[src/rtl/adder_share_arbiter.sv]
// Round-robin arbiter that time-shares one external ripple-carry adder among NREQ requesters.
// Registers the winner's operands, waits SETTLE cycles for the ripple, then captures the sum.
module adder_share_arbiter #(
    parameter int NREQ   = 4,
    parameter int WIDTH  = 16,
    parameter int SETTLE = 4
) (
    input  logic                   clk,
    input  logic                   rst,
    input  logic [NREQ-1:0]        req,
    input  logic [NREQ*WIDTH-1:0]  op_a,
    input  logic [NREQ*WIDTH-1:0]  op_b,
    input  logic [NREQ-1:0]        cin,
    output logic [NREQ-1:0]        gnt,
    output logic [NREQ-1:0]        done,
    output logic [WIDTH-1:0]       result,
    output logic                   cout,
    output logic                   busy,
    output logic [WIDTH-1:0]       add_a,
    output logic [WIDTH-1:0]       add_b,
    output logic                   add_cin,
    input  logic [WIDTH-1:0]       add_sum,
    input  logic                   add_cout
);

    localparam int IW = $clog2(NREQ);
    localparam int CW = (SETTLE > 1) ? $clog2(SETTLE) : 1;

    typedef enum logic [1:0] {
        ST_IDLE,
        ST_WAIT,
        ST_DONE
    } state_t;

    state_t            state_q, state_d;
    logic [CW-1:0]     cnt_q, cnt_d;
    logic [IW-1:0]     last_q, last_d;
    logic [NREQ-1:0]   gnt_q, gnt_d;
    logic [NREQ-1:0]   done_q, done_d;
    logic [WIDTH-1:0]  result_q, result_d;
    logic              cout_q, cout_d;
    logic [WIDTH-1:0]  add_a_q, add_a_d;
    logic [WIDTH-1:0]  add_b_q, add_b_d;
    logic              add_cin_q, add_cin_d;

    logic [IW-1:0]     winner;
    logic              anyReq;

    // Search from last+1 upward; walking k downward lets the nearest requester overwrite the rest.
    always_comb begin
        int idx;
        idx    = 0;
        winner = last_q;
        anyReq = 1'b0;
        for (int k = NREQ; k >= 1; k--) begin
            idx = int'(last_q) + k;
            if (idx >= NREQ) begin
                idx = idx - NREQ;
            end
            if (req[IW'(idx)]) begin
                winner = IW'(idx);
                anyReq = 1'b1;
            end
        end
    end

    always_comb begin
        state_d   = state_q;
        cnt_d     = cnt_q;
        last_d    = last_q;
        gnt_d     = gnt_q;
        done_d    = '0;
        result_d  = result_q;
        cout_d    = cout_q;
        add_a_d   = add_a_q;
        add_b_d   = add_b_q;
        add_cin_d = add_cin_q;

        unique case (state_q)
            ST_IDLE: begin
                if (anyReq) begin
                    add_a_d   = op_a[winner*WIDTH +: WIDTH];
                    add_b_d   = op_b[winner*WIDTH +: WIDTH];
                    add_cin_d = cin[winner];
                    gnt_d     = NREQ'(1) << winner;
                    last_d    = winner;
                    cnt_d     = CW'(SETTLE - 1);
                    state_d   = ST_WAIT;
                end
            end
            ST_WAIT: begin
                if (cnt_q != '0) begin
                    cnt_d = cnt_q - CW'(1);
                end else begin
                    result_d = add_sum;
                    cout_d   = add_cout;
                    done_d   = gnt_q;
                    gnt_d    = '0;
                    state_d  = ST_DONE;
                end
            end
            ST_DONE: begin
                state_d = ST_IDLE;
            end
            default: begin
                state_d = ST_IDLE;
            end
        endcase
    end

    always_ff @(posedge clk) begin
        if (rst) begin
            state_q   <= ST_IDLE;
            cnt_q     <= '0;
            last_q    <= IW'(NREQ - 1);
            gnt_q     <= '0;
            done_q    <= '0;
            result_q  <= '0;
            cout_q    <= 1'b0;
            add_a_q   <= '0;
            add_b_q   <= '0;
            add_cin_q <= 1'b0;
        end else begin
            state_q   <= state_d;
            cnt_q     <= cnt_d;
            last_q    <= last_d;
            gnt_q     <= gnt_d;
            done_q    <= done_d;
            result_q  <= result_d;
            cout_q    <= cout_d;
            add_a_q   <= add_a_d;
            add_b_q   <= add_b_d;
            add_cin_q <= add_cin_d;
        end
    end

    assign gnt     = gnt_q;
    assign done    = done_q;
    assign result  = result_q;
    assign cout    = cout_q;
    assign busy    = (state_q != ST_IDLE);
    assign add_a   = add_a_q;
    assign add_b   = add_b_q;
    assign add_cin = add_cin_q;

endmodule

[config.mk]
export PLATFORM = sky130hd
export DESIGN_NAME = adder_share_arbiter
export DESIGN_NICKNAME = d
export VERILOG_FILES = /design/src/rtl/adder_share_arbiter.sv
export SDC_FILE = /design/constraint.sdc
export NUM_CORES = 1
export LEC_CHECK = 0
export BUFFER_PORTS_ARGS = -buffer_cell sky130_fd_sc_hd__buf_2
export CELL_PAD_IN_SITES_DETAIL_PLACEMENT = 1
export CELL_PAD_IN_SITES_GLOBAL_PLACEMENT = 2
export CORE_ASPECT_RATIO = 0.8
export CORE_MARGIN = 1.5
export CORE_UTILIZATION = 24
export CTS_CLUSTER_SIZE = 20
export DETAILED_ROUTE_END_ITERATION = 12
export GPL_ROUTABILITY_DRIVEN = 0
export PLACE_DENSITY_LB_ADDON = 0.1
export SYNTH_ARGS = -nofsm -noshare
export SYNTH_HDL_FRONTEND = slang
export SYNTH_SLANG_ARGS = --single-unit
[constraint.sdc]
create_clock -name clk -period 3.8 [get_ports clk]
set_input_delay 0.19 -clock clk [delete_from_list [all_inputs] [get_ports clk]]
set_output_delay 0.19 -clock clk [all_outputs]
set_load 0.01 [all_outputs]
* Word level (Yosys, flattened, before mapping) *
Index checks and enable logic that the tools add are counted.
Widths: inputs -> output; s select.

storage, ports and cells
  flip-flop bits (word level) = 64
  bits in latches = 0
  RAM bits = 0
  bits in read-only memories = 0
  bits of input ports = 155
  output and inout bits = 59
  memories = 0

operators by class
  add/subtract/negate cells = 9
  $mul = 0
  div/mod/pow operators = 0
  magnitude comparators = 9
  equality and inequality tests = 4
  shift operators = 3
  multiplexer cells = 35
  bitwise logic cells = 2
  reduce and logical (&&, ||, !) cells = 10

operator list
  operator             count
  $shiftx 64x7->16     2
  $mux 2               12
  $lt 2x4->1 const B   4
  $mux 1               13
  $bmux 1 s2           5
  $sub 2x1->2 const B  5
  $ge 3x3->1 const B   3
  $mux 4               2
  $pmux 2 s2           2
  $pmux 4 s2           1
  $add 2x2->3 const B  2
  $ne 2x2->1 const B   3
  $reduce_and 2->1     3
  $reduce_and 3->1     2
  $reduce_bool 2->1    3
  $add 2x3->4 const B  1
  $ge 4x3->1 const B   1
  $shl 1x2->4 const A  1
  $add 2x1->3 const B  1
  $lt 2x3->1 const B   1
  $reduce_or 3->1      1
  $eq 2x1->1 const B   1
  $logic_not 2->1      1
  $not 1->1            2

* Logic depth before layout (Yosys ltp) *
  depth after elaboration = 13
  mapped depth = 9
  mapped depth without buffers = 5

* Worst setup path before layout *
No wires, ideal clock.

  path kind = register to register
  start = register state_q[1]
  end = register add_a_q[7] (netlist: add_a[7])
  setup time = 131 ps
  arrival = 1573 ps
  slack = 2096 ps
  cell stages (with the launch flop) = 7
  buffers on the path = 2
  clock period less this slack = 1704 ps
  cells stage by stage = dfxtp_1 -> or2_1 -> or2_1 -> buf_2 -> nor3_4 -> buf_4 -> a311oi_2

on the way
  longest elaborated chain between the ends = 2

ends and longest elaborated chain
  what                               RTL line  RTL
  from (decl)                        35        state_t state_q, state_d;
  from (signal assigned)             124       state_q <= state_d;
  $logic_not 2->1                    79        unique case (state_q)
  $reduce_and 2->1 (no source line)  --
  to (signal assigned)               120       add_a_q <= '0;
  to (signal assigned)               131       add_a_q <= add_a_d;
  to (decl)                          42        logic [WIDTH-1:0] add_a_q, add_a_d;

Every way passes these cells.
A chain may end at the register's enable or synchronous reset.

* Worst setup path in the final report *
  start = register last_q[1]
  end = register gnt_q[3] (netlist: gnt[3])

on the way
  longest elaborated chain between the ends = 13
  elaborated cells between the ends (all ways) = 41
  those cells by class = add/sub (8); order compare (4); eq/ne (1); shift (1); mux (26); reduce/logical (1)

ends and longest elaborated chain
  what                                        RTL line  RTL
  from (decl)                                 37        logic [IW-1:0] last_q, last_d;
  from (signal assigned)                      115       last_q <= IW'(NREQ - 1);
  from (signal assigned)                      126       last_q <= last_d;
  $add 2x3->4                                 56        idx = int'(last_q) + k;
  $ge 4x3->1 or $sub 2x1->2 (tied branches)   57, 58
  $mux 2                                      57        if (idx >= NREQ) begin
  $bmux 1 s2                                  60        if (req[IW'(idx)]) begin
  $mux 1 (not written as such) (2 in series)  60
  $mux 2 (4 in series)                        60
  $shl 1x2->4                                 85        gnt_d = NREQ'(1) << winner;
  $mux 4                                      81        if (anyReq) begin
  $pmux 4 s2                                  79
  to (signal assigned)                        127       gnt_q <= gnt_d;
  to (decl)                                   38        logic [NREQ-1:0] gnt_q, gnt_d;

Several ways; a longest one is shown, not always the timed one. The select of a mux whose other input is x is not followed.

==> impl_metrics.ini <==
[synthesis]
synth.net_count = 596
netlist_instances = 440
synth_top_family_by_area = compound AO/OA/AOI/OAI gates
syn_area_um2 = 3500
synth_xor_area_frac = 0
synth_compound_area_frac = 0.3557
synth_async_sr_flop_share = 0
ys_seq_elements = 64
muxShareOfSynthArea = 0
synth-edff-count = 0
ys_seq_area_frac = 0.3661
synth-simple-area-share = 0.1713
syn_area_per_cell_um2 = 7.954
ys_types = 38
synth-main-ff-cell = dfxtp_1
yosysWarnings = 0
synthAdderAreaFrac = 0.003575

[hold_path]
min_to = result[5]
hold_class = primary input to flop
worstHoldPathCells = 3
hold_start = add_sum[5]

[placed_design]
dpl.hpwl_um = 10140
numPortBuffers = 213
placedCellCount = 801
place_area_um2 = 4638

[sta]
skew_ns = 0.006275
slew_headroom = 0.2297
setup_tns_ns = 0
worstMarginPinSlew_ns = 1.155
rsz0062_at_grt = no
finalSetupViolCount = 0
whs_ns = 0.08541
drv_slew = 0
fmax_mhz = 376.0
period_minus_slack_ns = 2.660
timing.final.crit_share = 0.6999
hold_violations = 0

[route]
wl_per_cell_um = 17.70
dr.pass1.iters = 4
drt-total-wl_um = 14480
avgViaCountPerCell = 4.856
vias = 3972
drc = 0
antenna_left = 0
initialDrtViolationCount = 95

[clocking]
root_buffer = clkbuf_16
cts_setup_buffers = 0
cts.repair.resized = 0
insertion_delay_ns = 0.34
clock-sinks = 64
clk_path_buf_depth = 2
cts_buffers = 9
h-tree-depth = 3
cts_tree = yes
cts_hold_buf = 0
clk_pin_slew_ns = 0.06

[cells_and_area]
final_area_um2 = 4921
stdcell_count = 818
drive_above_1_share = 0.4123
area_delta_synth_final_pct = 40.61
layout.nets = 784

[floorplan]
io_pins = 214
start_util = 0.2456
dieArea_um2 = 15320
die_h_um = 111.0
row_count = 39
core-area_um2 = 14250
die-width_um = 138.0

[pwr]
p_leak_uw = 0.002342
p_per_area_nw_per_um2 = 503.3
ir_worst_vdd_mv = 0.2054

[setup_path]
cp-start-kind = flop
rr_worst_depth = 6
max_stage_delay_ns = 0.79
crit_family = simple AND/OR/NAND/NOR gates
criticalPathCategory = flop to flop
critical_path_buf_inv_count = 1
r2r_setup_slack_ns = 1.14
required_ns = 3.98
end_kind = flop
arrival_ns = 2.84
path_max_fanout = 36
reg2reg_to = gnt[3]
timing.critical_path.cells = nand2b_1, a21o_1, buf_4, nand3_2, a32oi_1, nor2_1
slowest_stage = nand3_2
rr_startpoint = last_q[1]

[grt]
overflow = 0
grt_max_degree = 61
antenna_found_initial = 3
grt_pass1_vias = 4309
grt_pass1_wl_um = 22600
globalRouteTotalUtil = 0.1874

[run_status]
outcome = finished clean

[run]
cap_violations = 0
[cell usage in the layout, fill, tap and decap left out, types with 2 or more instances in the layout]
| cell type | instances |
|---|---|
| or2_1 | 2 |
| clkbuf_16 | 9 |
| o21bai_1 | 33 |
| nand3b_1 | 2 |
| a32oi_1 | 2 |
| a311oi_1 | 23 |
| nor2_1 | 7 |
| nand2_1 | 91 |
| nand3_1 | 2 |
| a21oi_1 | 19 |
| a311oi_2 | 10 |
| and2_1 | 4 |
| a211o_1 | 2 |
| buf_2 | 213 |
| inv_1 | 36 |
| a211oi_1 | 34 |
| a31oi_1 | 33 |
| inv_6 | 3 |
| a21o_1 | 2 |
| nand2b_1 | 6 |
| dfxtp_1 | 64 |
| clkinvlp_4 | 2 |
| nor3_1 | 2 |
| nand2_2 | 10 |
| buf_4 | 7 |
[Yosys cell counts (8+ instances only)]
| library cell | number | area share |
|---|---|---|
| a211oi_1 | 34 | 0.073 |
| a21oi_1 | 19 | 0.027 |
| a311oi_1 | 23 | 0.058 |
| a311oi_2 | 10 | 0.043 |
| a31oi_1 | 33 | 0.059 |
| buf_2 | 10 | 0.014 |
| clkbuf_1 | 21 | 0.023 |
| dfxtp_1 | 64 | 0.37 |
| inv_1 | 36 | 0.039 |
| nand2_1 | 91 | 0.098 |
| nand2_2 | 10 | 0.018 |
| nor2_1 | 8 | 0.0086 |
| o21bai_1 | 33 | 0.071 |
[layout make-up]
cell class	instances	area, µm²
Inverter	36	135.1
Tap cell	184	230.2
Fill cell	1788	9328
Sequential cell	64	1281
Clock buffer	9	225.2
Multi-Input combinational cell	297	1873
Clock inverter	7	55.05
Antenna cell	1	2.502
Timing Repair Buffer	220	1119
[how the worst max path moves through the flow]
stage          cells past startpoint  slack [ns]        to        from
2_1_floorplan                      6        2.10  add_a[7]  state_q[1]
3_3_place_gp                       6        1.17    gnt[3]   last_q[1]
3_5_place_dp                       6        1.12    gnt[3]   last_q[1]
4_1_cts                            6        1.10    gnt[3]   last_q[1]
5_1_grt                            6        0.88    gnt[3]   last_q[1]
6_report                           6        1.14    gnt[3]   last_q[1]
[state kept, by name, summed over array words and instances (netlist names)]
signal   cells
gnt          4
cout         1
result      16
add_cin      1
add_b       16
add_a       16
state_q      2
done         4
cnt_q        2
last_q       2
[worst min-delay path, cell delays in order]
cell and delay [ns]:
buf_2 0.09, nand2_1 0.05, a21oi_1 0.05
[logic make-up after synthesis]
kind of cell    count (synthesis)
flops                          64
simple gates                  133
buf+inv                        79
fa+ha+maj                       1
compound gates                163
[power by group]
part | switching [µW] | internal, µW
combinational | 527 | 319
clock | 344 | 448
sequential | 57.8 | 781
[per-stage QoR]
step | setup WS [ns] | utilization | power, µW
floorplan | 2.096 | - | 1392
global route | 0.8795 | 0.3452 | 2642
global placement | 1.167 | 0.3255 | 1700
finish | 1.140 | 0.3454 | 2477
CTS | 1.101 | 0.3452 | 2528
detailed placement | 1.120 | 0.3255 | 1716
[metal layers]
layer	vias to the layer above	global-route usage	share of wire
met5	-	0	0.0016
met1	1875	0.2265	0.44
met4	4	0.05263	0.013
met2	124	0.3154	0.47
met3	15	0.06479	0.069
li1	1954	-	-
(Power assumes the default switching activity.)
